`src/rtl/regfile_sb_pkg.sv`:
```
// Shared helpers and per-file parameter sets for the scoreboarded register files.
package regfile_pkg;

    function automatic int clog2_min1(input int n);
        return ($clog2(n) < 1) ? 1 : $clog2(n);
    endfunction

    typedef struct packed {
        int xlen;
        int nreg;
        int nrp;
        int maxout;
        int zero_reg;
    } rf_cfg_t;

    localparam rf_cfg_t INT_RF = '{xlen: 32, nreg: 32, nrp: 2, maxout: 4, zero_reg: 1};
    localparam rf_cfg_t FP_RF  = '{xlen: 32, nreg: 32, nrp: 2, maxout: 4, zero_reg: 0};

endpackage

```
`src/rtl/regfile_sb_if.sv`:
```
// Read, immediate-write, issue and writeback bundle of one register file.
interface regfile_sb_if #(
    parameter int XLEN   = 32,
    parameter int NREG   = 32,
    parameter int NRP    = 2,
    parameter int MAXOUT = 4
);
    import regfile_pkg::*;

    localparam int AW = clog2_min1(NREG);
    localparam int OW = clog2_min1(MAXOUT + 1);

    logic [NRP*AW-1:0]   ra;
    logic [NRP*XLEN-1:0] rd;
    logic [NRP-1:0]      rbusy;
    logic                we;
    logic [AW-1:0]       wa;
    logic [XLEN-1:0]     wd;
    logic                iss_valid;
    logic [AW-1:0]       iss_dst;
    logic                iss_ready;
    logic                lwb_valid;
    logic [AW-1:0]       lwb_dst;
    logic [XLEN-1:0]     lwb_data;
    logic                flush;
    logic [OW-1:0]       outstanding;
    logic                err;

    modport master (
        output ra, we, wa, wd, iss_valid, iss_dst, lwb_valid, lwb_dst, lwb_data, flush,
        input  rd, rbusy, iss_ready, outstanding, err
    );

    modport slave (
        input  ra, we, wa, wd, iss_valid, iss_dst, lwb_valid, lwb_dst, lwb_data, flush,
        output rd, rbusy, iss_ready, outstanding, err
    );

endinterface

```
`src/rtl/regfile_sb_scoreboard.sv`:
```
// Pending-write tracker: busy bits, outstanding count, issue gating and sticky error.
module rf_scoreboard
    import regfile_pkg::*;
#(
    parameter int NREG     = 32,
    parameter int MAXOUT   = 4,
    parameter int ZERO_REG = 1,
    parameter int AW       = clog2_min1(NREG),
    parameter int OW       = clog2_min1(MAXOUT + 1)
) (
    input  logic            clk,
    input  logic            rstn,
    input  logic            iss_valid,
    input  logic [AW-1:0]   iss_dst,
    input  logic            lwb_valid,
    input  logic [AW-1:0]   lwb_dst,
    input  logic            we,
    input  logic [AW-1:0]   wa,
    input  logic            flush,
    output logic [NREG-1:0] busy_next,
    output logic [OW-1:0]   outstanding,
    output logic            iss_ready,
    output logic            err
);

    logic [NREG-1:0] busy;
    logic [OW-1:0]   outstanding_next;
    logic            accept;
    logic            lwb_hit;
    logic            err_event;

    function automatic logic hardwired(input logic [AW-1:0] a);
        return (ZERO_REG != 0) && (a == '0);
    endfunction

    // NOTE: every combinational output gets a default first so no path can infer a latch.
    always_comb begin
        iss_ready = 1'b1;
        if (!hardwired(iss_dst))
            iss_ready = !busy[iss_dst] && (outstanding < OW'(MAXOUT)) && !flush;

        accept    = iss_valid && iss_ready && !hardwired(iss_dst);
        lwb_hit   = lwb_valid && !hardwired(lwb_dst) && busy[lwb_dst];
        err_event = !flush &&
                    ((lwb_valid && !hardwired(lwb_dst) && !busy[lwb_dst]) ||
                     (we && !hardwired(wa) && busy[wa]));

        busy_next        = busy;
        outstanding_next = outstanding;
        if (flush) begin
            busy_next        = '0;
            outstanding_next = '0;
        end else begin
            // Clear before set: an issue to a non-busy register must survive a stray writeback to it.
            if (lwb_hit) busy_next[lwb_dst] = 1'b0;
            if (accept)  busy_next[iss_dst] = 1'b1;
            outstanding_next = outstanding + OW'(accept) - OW'(lwb_hit);
        end
    end

    // NOTE: state registers use non-blocking assignments so every flop samples pre-edge values.
    always_ff @(posedge clk or negedge rstn) begin
        if (!rstn) begin
            busy        <= '0;
            outstanding <= '0;
            err         <= 1'b0;
        end else begin
            busy        <= busy_next;
            outstanding <= outstanding_next;
            err         <= err | err_event;
        end
    end

    assert property (@(posedge clk) disable iff (!rstn) int'(outstanding) == $countones(busy));
    assert property (@(posedge clk) disable iff (!rstn) int'(outstanding) <= MAXOUT);

endmodule

```
`src/rtl/regfile_sb.sv`:
```
// Scoreboarded register file: storage, write-first read bypass and registered read ports.
module regfile_sb
    import regfile_pkg::*;
#(
    parameter int XLEN     = 32,
    parameter int NREG     = 32,
    parameter int NRP      = 2,
    parameter int MAXOUT   = 4,
    parameter int ZERO_REG = 1
) (
    input logic         clk,
    input logic         rstn,
    regfile_sb_if.slave bus
);

    localparam int AW = clog2_min1(NREG);
    localparam int OW = clog2_min1(MAXOUT + 1);

    logic [XLEN-1:0]     regs [NREG];
    logic [NREG-1:0]     busy_next;
    logic                wr_imm;
    logic                wr_lwb;
    logic [NRP*XLEN-1:0] rd_next;
    logic [NRP-1:0]      rbusy_next;

    function automatic logic hardwired(input logic [AW-1:0] a);
        return (ZERO_REG != 0) && (a == '0);
    endfunction

    rf_scoreboard #(
        .NREG     (NREG),
        .MAXOUT   (MAXOUT),
        .ZERO_REG (ZERO_REG),
        .AW       (AW),
        .OW       (OW)
    ) u_sb (
        .clk         (clk),
        .rstn        (rstn),
        .iss_valid   (bus.iss_valid),
        .iss_dst     (bus.iss_dst),
        .lwb_valid   (bus.lwb_valid),
        .lwb_dst     (bus.lwb_dst),
        .we          (bus.we),
        .wa          (bus.wa),
        .flush       (bus.flush),
        .busy_next   (busy_next),
        .outstanding (bus.outstanding),
        .iss_ready   (bus.iss_ready),
        .err         (bus.err)
    );

    assign wr_imm = bus.we && !hardwired(bus.wa);
    assign wr_lwb = bus.lwb_valid && !hardwired(bus.lwb_dst);

    // Later assignments override earlier ones, giving writeback priority over the immediate write.
    always_comb begin
        rd_next    = '0;
        rbusy_next = '0;
        for (int p = 0; p < NRP; p++) begin
            if (!hardwired(bus.ra[p*AW +: AW])) begin
                rd_next[p*XLEN +: XLEN] = regs[bus.ra[p*AW +: AW]];
                if (wr_imm && bus.wa == bus.ra[p*AW +: AW])
                    rd_next[p*XLEN +: XLEN] = bus.wd;
                if (wr_lwb && bus.lwb_dst == bus.ra[p*AW +: AW])
                    rd_next[p*XLEN +: XLEN] = bus.lwb_data;
                rbusy_next[p] = busy_next[bus.ra[p*AW +: AW]];
            end
        end
    end

    // NOTE: storage is reset explicitly because every register must read as zero after reset.
    always_ff @(posedge clk or negedge rstn) begin
        if (!rstn) begin
            for (int i = 0; i < NREG; i++) regs[i] <= '0;
            bus.rd    <= '0;
            bus.rbusy <= '0;
        end else begin
            if (wr_imm) regs[bus.wa]      <= bus.wd;
            if (wr_lwb) regs[bus.lwb_dst] <= bus.lwb_data;
            bus.rd    <= rd_next;
            bus.rbusy <= rbusy_next;
        end
    end

endmodule
```
`src/flat_wrapper.sv`:
```
// flat-port wrapper written by rule: the top's interface ports become plain ports
module regfile_sb_flat import regfile_pkg::*;
#(
    parameter int XLEN     = 32,
    parameter int NREG     = 32,
    parameter int NRP      = 2,
    parameter int MAXOUT   = 4,
    parameter int ZERO_REG = 1
)
  (clk, rstn, bus_ra, bus_we, bus_wa, bus_wd, bus_iss_valid, bus_iss_dst, bus_lwb_valid, bus_lwb_dst, bus_lwb_data, bus_flush, bus_rd, bus_rbusy, bus_iss_ready, bus_outstanding, bus_err);
  regfile_sb_if #(.XLEN(XLEN), .NREG(NREG), .NRP(NRP), .MAXOUT(MAXOUT)) bus_i ();
  input logic clk;
  input logic rstn;
  input wire logic [$bits(bus_i.ra)-1:0] bus_ra;
  input wire logic [$bits(bus_i.we)-1:0] bus_we;
  input wire logic [$bits(bus_i.wa)-1:0] bus_wa;
  input wire logic [$bits(bus_i.wd)-1:0] bus_wd;
  input wire logic [$bits(bus_i.iss_valid)-1:0] bus_iss_valid;
  input wire logic [$bits(bus_i.iss_dst)-1:0] bus_iss_dst;
  input wire logic [$bits(bus_i.lwb_valid)-1:0] bus_lwb_valid;
  input wire logic [$bits(bus_i.lwb_dst)-1:0] bus_lwb_dst;
  input wire logic [$bits(bus_i.lwb_data)-1:0] bus_lwb_data;
  input wire logic [$bits(bus_i.flush)-1:0] bus_flush;
  output wire logic [$bits(bus_i.rd)-1:0] bus_rd;
  output wire logic [$bits(bus_i.rbusy)-1:0] bus_rbusy;
  output wire logic [$bits(bus_i.iss_ready)-1:0] bus_iss_ready;
  output wire logic [$bits(bus_i.outstanding)-1:0] bus_outstanding;
  output wire logic [$bits(bus_i.err)-1:0] bus_err;
  assign bus_i.ra = bus_ra;
  assign bus_i.we = bus_we;
  assign bus_i.wa = bus_wa;
  assign bus_i.wd = bus_wd;
  assign bus_i.iss_valid = bus_iss_valid;
  assign bus_i.iss_dst = bus_iss_dst;
  assign bus_i.lwb_valid = bus_lwb_valid;
  assign bus_i.lwb_dst = bus_lwb_dst;
  assign bus_i.lwb_data = bus_lwb_data;
  assign bus_i.flush = bus_flush;
  assign bus_rd = bus_i.rd;
  assign bus_rbusy = bus_i.rbusy;
  assign bus_iss_ready = bus_i.iss_ready;
  assign bus_outstanding = bus_i.outstanding;
  assign bus_err = bus_i.err;
  regfile_sb #(.XLEN(XLEN), .NREG(NREG), .NRP(NRP), .MAXOUT(MAXOUT), .ZERO_REG(ZERO_REG)) u_core (.clk(clk), .rstn(rstn), .bus(bus_i));
endmodule
```
`config.mk`:
```
export PLATFORM = sky130hd
export DESIGN_NAME = regfile_sb_flat
export DESIGN_NICKNAME = d
export VERILOG_FILES = /design/src/rtl/regfile_sb_pkg.sv /design/src/rtl/regfile_sb_if.sv /design/src/rtl/regfile_sb_scoreboard.sv /design/src/rtl/regfile_sb.sv /design/src/flat_wrapper.sv
export SDC_FILE = /design/constraint.sdc
export NUM_CORES = 2
export LEC_CHECK = 0
export CORE_MARGIN = 2
export CORE_UTILIZATION = 45
export DETAILED_ROUTE_END_ITERATION = 10
export PLACE_DENSITY = 0.61
export SLEW_MARGIN = 20
export SYNTH_ARGS = -nofsm -noshare
export SYNTH_HDL_FRONTEND = slang
export SYNTH_SLANG_ARGS = --single-unit
```
`constraint.sdc`:
```
create_clock -name clk -period 5.3 [get_ports clk]
set_input_delay 0.795 -clock clk [delete_from_list [all_inputs] [get_ports clk]]
set_output_delay 0.795 -clock clk [all_outputs]
set_load 0.005 [all_outputs]
```
Word-level counts from Yosys, hierarchy flattened
Cells that the tools add are included.
- logic and storage cells: 137
- memory bits (read-only): 0
- input port bits: 95
- memory bits (writable): 0
- flip-flop bits (word level): 1126
- output and inout port bits: 71
- latch bits: 0
- memories kept: 0
- reductions and logical operators: 30
- magnitude comparators: 14
- bitwise gates (word level): 8
- $mul: 0
- divide/modulo/power cells: 0
- shift-type cells: 0
- add/sub/neg operators: 2
- muxes and demuxes: 42
- eq/ne operators: 4
- operator list (cell ; count):
    1024-bit bitwise mux ; 2
    1024-bit 2-to-1 mux ; 2
    32-bit 2-to-1 mux ; 16
    32-bit binary-select mux with 5-bit select ; 2
    32-bit demux with 5-bit select ; 2
    32-bit bitwise AND ; 1
    32-bit inverter ; 1
    32-bit bitwise OR ; 1
    5-bit by 6-bit < comparator with 1-bit output (second input constant) ; 5
    1-bit binary-select mux with 5-bit select ; 5
    5-bit zero test ; 5
    6-bit greater-or-equal comparator (second input constant) ; 4
    5-bit inverter with 6-bit output ; 4
    5-bit equality test ; 4
    1-bit logical AND ; 18
    6-bit by 1-bit < comparator with 1-bit output (second input constant) ; 2
    1-bit demux with 5-bit select ; 2
    5-bit by 1-bit greater-or-equal comparator with 1-bit output (second input constant) ; 2
    1-bit 2-to-1 mux ; 10
    1-bit zero test ; 6
    3-bit by 1-bit adder with 3-bit output ; 1
    3-bit < comparator (second input constant) ; 1
    3-bit 2-to-1 mux ; 1
    3-bit by 1-bit subtractor with 3-bit output ; 1
    other kinds (2) ; 2

Logic depth before layout (Yosys ltp)
- word-level depth: 14
- depth in mapped cells: 17
- depth with buffers taken out: 13

By module
Synthesis repeated with hierarchy kept, for this count alone.
- cells, all modules: 7209
- area total of the unflattened synthesis: 70063.4 µm²
- by module, submodules not included (module ; area an instance (µm²) ; instances ; cells an instance ; sequential area each (µm²)):
    regfile_sb ; 67228.2 ; 1 ; 6909 ; 27276.2
    rf_scoreboard ; 2835.2 ; 1 ; 300 ; 900.9

Worst setup path after synthesis
No wires, ideal clock.
- kind: input to register
- start point: input port bus_lwb_dst[1]
- end point: register u_core.u_sb.outstanding[2]
- arrival time: 3.703 ns
- data required time: 5.168 ns
- path slack: 1.465 ns
- cell stages on the path: 17
- path buffers: 4
- setup time: 0.132 ns
- path through: buf_2 > buf_4 > mux2i_1 > o22ai_1 > a32o_1 > nor4b_1 > and2_1 > buf_4 > buf_2 > nor2_1 > ha_1 > inv_1 > ha_1 > inv_1 > fa_1 > xnor2_1 > nor2_1
- word-level cells in the longest chain between the ends: 6
- elaborated cells between the ends (all ways): 8
- those cells by class: add/sub: 1; mux: 3; reduce/logical: 4
- RTL lines (element ; line ; source):
    start, declared ; flat_wrapper.sv:21 ; input wire logic [$bits(bus_i.lwb_dst)-1:0] bus_lwb_dst;
    branches (longest 3 deep; another with 1-bit binary-select mux with 5-bit select) ; n/a ;
    1-bit logical AND (*) ; regfile_sb_scoreboard.sv:43 ; lwb_hit = lwb_valid && !hardwired(lwb_dst) && busy[lwb_dst];
    3-bit by 1-bit subtractor with 3-bit output (*) ; regfile_sb_scoreboard.sv:57 ; outstanding_next = outstanding + OW'(accept) - OW'(lwb_hit);
    3-bit 2-to-1 mux (*) ; regfile_sb_scoreboard.sv:50 ; if (flush) begin
    via u_core.u_sb.outstanding_next[2] ; regfile_sb_scoreboard.sv:27 ; logic [OW-1:0] outstanding_next;
    end signal, assigned ; regfile_sb_scoreboard.sv:69 ; outstanding <= outstanding_next;
    end, declared ; regfile_sb_scoreboard.sv:21 ; output logic [OW-1:0] outstanding,
Mark *: on every way through the listed nets, which the timed path passes. The select of a mux whose other input is x is not followed.

Final worst setup path
- start point: input port bus_iss_dst[0]
- end point: output port bus_iss_ready
- word-level cells in the longest chain between the ends: 6
- elaborated cells between the ends (all ways): 7
- those cells by class: mux: 3; reduce/logical: 4
- RTL lines (element ; line ; source):
    start, declared ; flat_wrapper.sv:19 ; input wire logic [$bits(bus_i.iss_dst)-1:0] bus_iss_dst;
    1-bit binary-select mux with 5-bit select ; regfile_sb_scoreboard.sv:40 ; iss_ready = !busy[iss_dst] && (outstanding < OW'(MAXOUT)) && !flush;
    1-bit 2-to-1 mux (implied by the code) ; regfile_sb_scoreboard.sv:40 ;
    1-bit zero test ; regfile_sb_scoreboard.sv:40 ;
    1-bit logical AND (2 in a row) ; regfile_sb_scoreboard.sv:40 ;
    1-bit 2-to-1 mux (*) ; regfile_sb_scoreboard.sv:39 ; if (!hardwired(iss_dst))
    end, declared ; flat_wrapper.sv:26 ; output wire logic [$bits(bus_i.iss_ready)-1:0] bus_iss_ready;
Mark *: on every way between the ends. The rest lies on a longest branch, timed or not. The select of a mux whose other input is x is not followed.

==> flow_metrics.env <==
export IMPL_yosysMostFrequentCell="dfrtp_1"
export IMPL_ys_flop_type="dfrtp_1"
export IMPL_cts_root_buf="clkbuf_16"
export IMPL_drv_cap=0
export IMPL_crit_top_cell="clkdlybuf4s50_1"
export IMPL_dp_hpwl_um=149000
export IMPL_rsz0062_at_grt="no"
export IMPL_pin_count=166
export IMPL_critPathKind="input pin to output port"
export IMPL_hp_class="input pin to async pin"
export IMPL_yosys_cell_types_count=76
export IMPL_cp_max_fo=11
export IMPL_arrival_ps=3760
export IMPL_yosys_top_cells_area="dfrtp_1, mux4_2, mux2i_1"
export IMPL_cpPeakStageDelay_ps=690
export IMPL_cts_resized=0
export IMPL_synth_edff_count=0
export IMPL_portBuffers=165
export IMPL_multiInputGateArea_sq_mm=0.0384
export IMPL_async_flop_share_pct=100
export IMPL_antenna_found_initial=9
export IMPL_path_cells="clkdlybuf4s50_1 > buf_4 > mux4_2 > nor3b_1 > o31ai_1 > nand3_1 > nand2_1 > clkdlybuf4s50_1"
export IMPL_r2r_start="u_core.u_sb.busy[20]"
export IMPL_htreeDepth=4
export IMPL_cts_buffers=133
export IMPL_synth_cells=6373
export IMPL_min_period_ps=4560
export IMPL_tritoncts="built"
export IMPL_syn2layout_area_growth_pct=12.1
export IMPL_syn_cell_area_sq_mm=0.0694
export IMPL_gp_congestion=0.946
export IMPL_drtAntennaViolNets=0
export IMPL_postCtsSetupBuffers=0
export IMPL_drcViolationCount=0
export IMPL_drive_gt1_share_pct=19.7
export IMPL_vias_per_cell=6.69
export IMPL_cts_reportedPaths_clkPinSlew_ps=50
export IMPL_drt_wl_total_um=265000
export IMPL_start_util_pct=45.2
export IMPL_syn_area_per_cell_sq_um=10.9
export IMPL_grt_pass1_wl_um=383000
export IMPL_yosysWarnings=0
export IMPL_maxSlewViolCount=0
export IMPL_min_period_over_period_pct=86.0
export IMPL_final_nets=6156
export IMPL_core_area_sq_mm=0.154
export IMPL_ys_seq_elements=1126
export IMPL_fmax_mhz=219
export IMPL_firstDrtPassIters=6
export IMPL_overflow=0
export IMPL_via_count=54887
export IMPL_cp_required_ps=4510
export IMPL_fp_dieH_um=397
export IMPL_cpMaxStageDelayCell="clkdlybuf4s50_1"
export IMPL_synth_top_cell_by_area="dfrtp_1"
export IMPL_end_kind="output port"
export IMPL_crit_path_start_kind="input pin"
export IMPL_regToRegSetupSlack_ps=1370
export IMPL_vdd_drop_max_uv=364
export IMPL_relSlewSlack_pct=17.2
export IMPL_tightest_slew_ps=1240
export IMPL_total_power_uw=29600
export IMPL_n_fill_cell=13428
export IMPL_rows=144
export IMPL_synth_top_area_share_pct=40.6
export IMPL_register_area_sq_mm=0.0282
export IMPL_postSynthNetCount=6471
export IMPL_outcome="complete, no violations"
export IMPL_clk_latency_ps=810
export IMPL_setup_viol=0
export IMPL_hold_viol=0
export IMPL_postCtsHoldBufs=0
export IMPL_die_area_sq_mm=0.157
export IMPL_die_w_um=397
export IMPL_reg2reg_depth=10
export IMPL_grt_use_total_pct=33.4
export IMPL_finClkSkew_ps=27.4
export IMPL_drtIter0Drc=7457
export IMPL_r2r_end="u_core.bus.rbusy[0]"
export IMPL_leakage_uw=0.0325
export IMPL_grt_pass1_vias=52913
export IMPL_clockBufferDepth=3
export IMPL_synth_seq_area_share_pct=40.6
export IMPL_clock_sinks=1126
export IMPL_grt_max_degree=133
export IMPL_post_drt_wl_per_cell_um=32.3
export IMPL_cellPowerDensity_mw_per_mm2=381
export IMPL_yosys_top_cells_count="dfrtp_1, mux2i_1, nor2_1"
export IMPL_fin_setup_tns_ps=0
[critical path, delay by kind of cell]
family	cells	cell delay (ps)
AO/OA/AOI/OAI	1	210
multiplexers	1	510
buffers and inverters	3	1480
AND/OR/NAND/NOR	3	770
[cell type report]
class / count / share of cell area [%]
tap: 2044 / 3.29
antenna: 5 / 0.0161
timing repair buffer: 403 / 5.28
clock buffer: 195 / 5.19
sequential: 1126 / 36.2
inverter: 17 / 0.0901
multi-input combinational: 4377 / 49.4
clock inverter: 40 / 0.555
[placed cells by master, fill, tap and decap left out, types with 6 or more instances in the layout]
cell type           n
xor2_1             11
xnor2_1            11
or3_1               6
nor2_4             27
nand3b_1            7
o32ai_1             6
dfrtp_1          1126
inv_1              15
nand2_1           392
bufinv_16           6
a211oi_1           66
a21oi_1           708
a32oi_1           128
mux4_2            656
nand4_1             6
nor2_1            804
buf_12             52
o31ai_1             9
nand2_4            31
o211ai_1            9
clkdlybuf4s50_1   155
nand3_1            17
mux2i_1           952
inv_6               8
nor3_1             17
clkbuf_1           21
clkbuf_16         139
o22ai_1             8
mux2_2              7
clkbuf_8           35
o21ai_0           373
buf_4             189
or2_2               6
nand2b_1            6
clkinv_2           20
nor2b_1            10
nor3b_1            11
[metal layers]
layer | global-route usage [%] | part of all wire (%)
met3 | 9.29 | 12
met5 | 0.554 | 0.074
met1 | 45.8 | 39
met2 | 48.7 | 44
met4 | 16.5 | 5.6
[how the worst max path moves through the flow]
stage | startpoint | endpoint | slack, ps | cells past startpoint
floorplan | bus_lwb_dst[1] | u_core.u_sb.outstanding[2] | 1460 | 17
global placement | bus_iss_dst[0] | u_core.bus.rbusy[0] | 280 | 12
detailed placement | bus_iss_dst[0] | u_core.bus.rbusy[0] | 250 | 12
CTS | bus_iss_dst[0] | bus_iss_ready | 740 | 8
global route | bus_iss_dst[0] | bus_iss_ready | 530 | 8
finish | bus_iss_dst[0] | bus_iss_ready | 740 | 8
[registers in the layout (all words and copies together) (netlist names)]
name	cells
u_core.bus.rd	64
u_core.u_sb.busy	32
u_core.u_sb.outstanding	3
u_core.regs	1024
u_core.u_sb.err	1
u_core.bus.rbusy	2
[per-stage QoR]
| step | std cells | setup slack [ps] | hold slack [ps] | cell area [sq um] | util [%] |
|---|---|---|---|---|---|
| 2_1_floorplan | 6373 | 1460 | 441 | 69400 | - |
| 3_3_place_gp | 7967 | 284 | 376 | 73300 | 47.7 |
| 3_5_place_dp | 7967 | 249 | 383 | 73300 | 47.7 |
| 4_1_cts | 8202 | 741 | 17.9 | 77800 | 50.7 |
| 5_1_grt | 8203 | 528 | 48.2 | 77800 | 50.7 |
| 6_report | 8207 | 742 | 2.95 | 77800 | 50.7 |
[power breakdown]
part | switching (uW) | total [uW] | internal (uW)
Clock | 3940 | 9520 | 5580
Combinational | 3290 | 7630 | 4340
Sequential | 1640 | 12500 | 10800
Total | 8870 | 29600 | 20800
[kinds of logic after synthesis]
family	after synthesis	synth area share (%)
multiplexers	1616	35.2
AND/OR/NAND/NOR	1381	7.96
AO/OA/AOI/OAI	1355	11.1
flip-flops	1126	40.6
buffers and inverters	870	4.80
XOR/XNOR	22	0.278
adder cells (fa/ha/maj)	3	0.0649
Power figures use the tool's default switching activity.
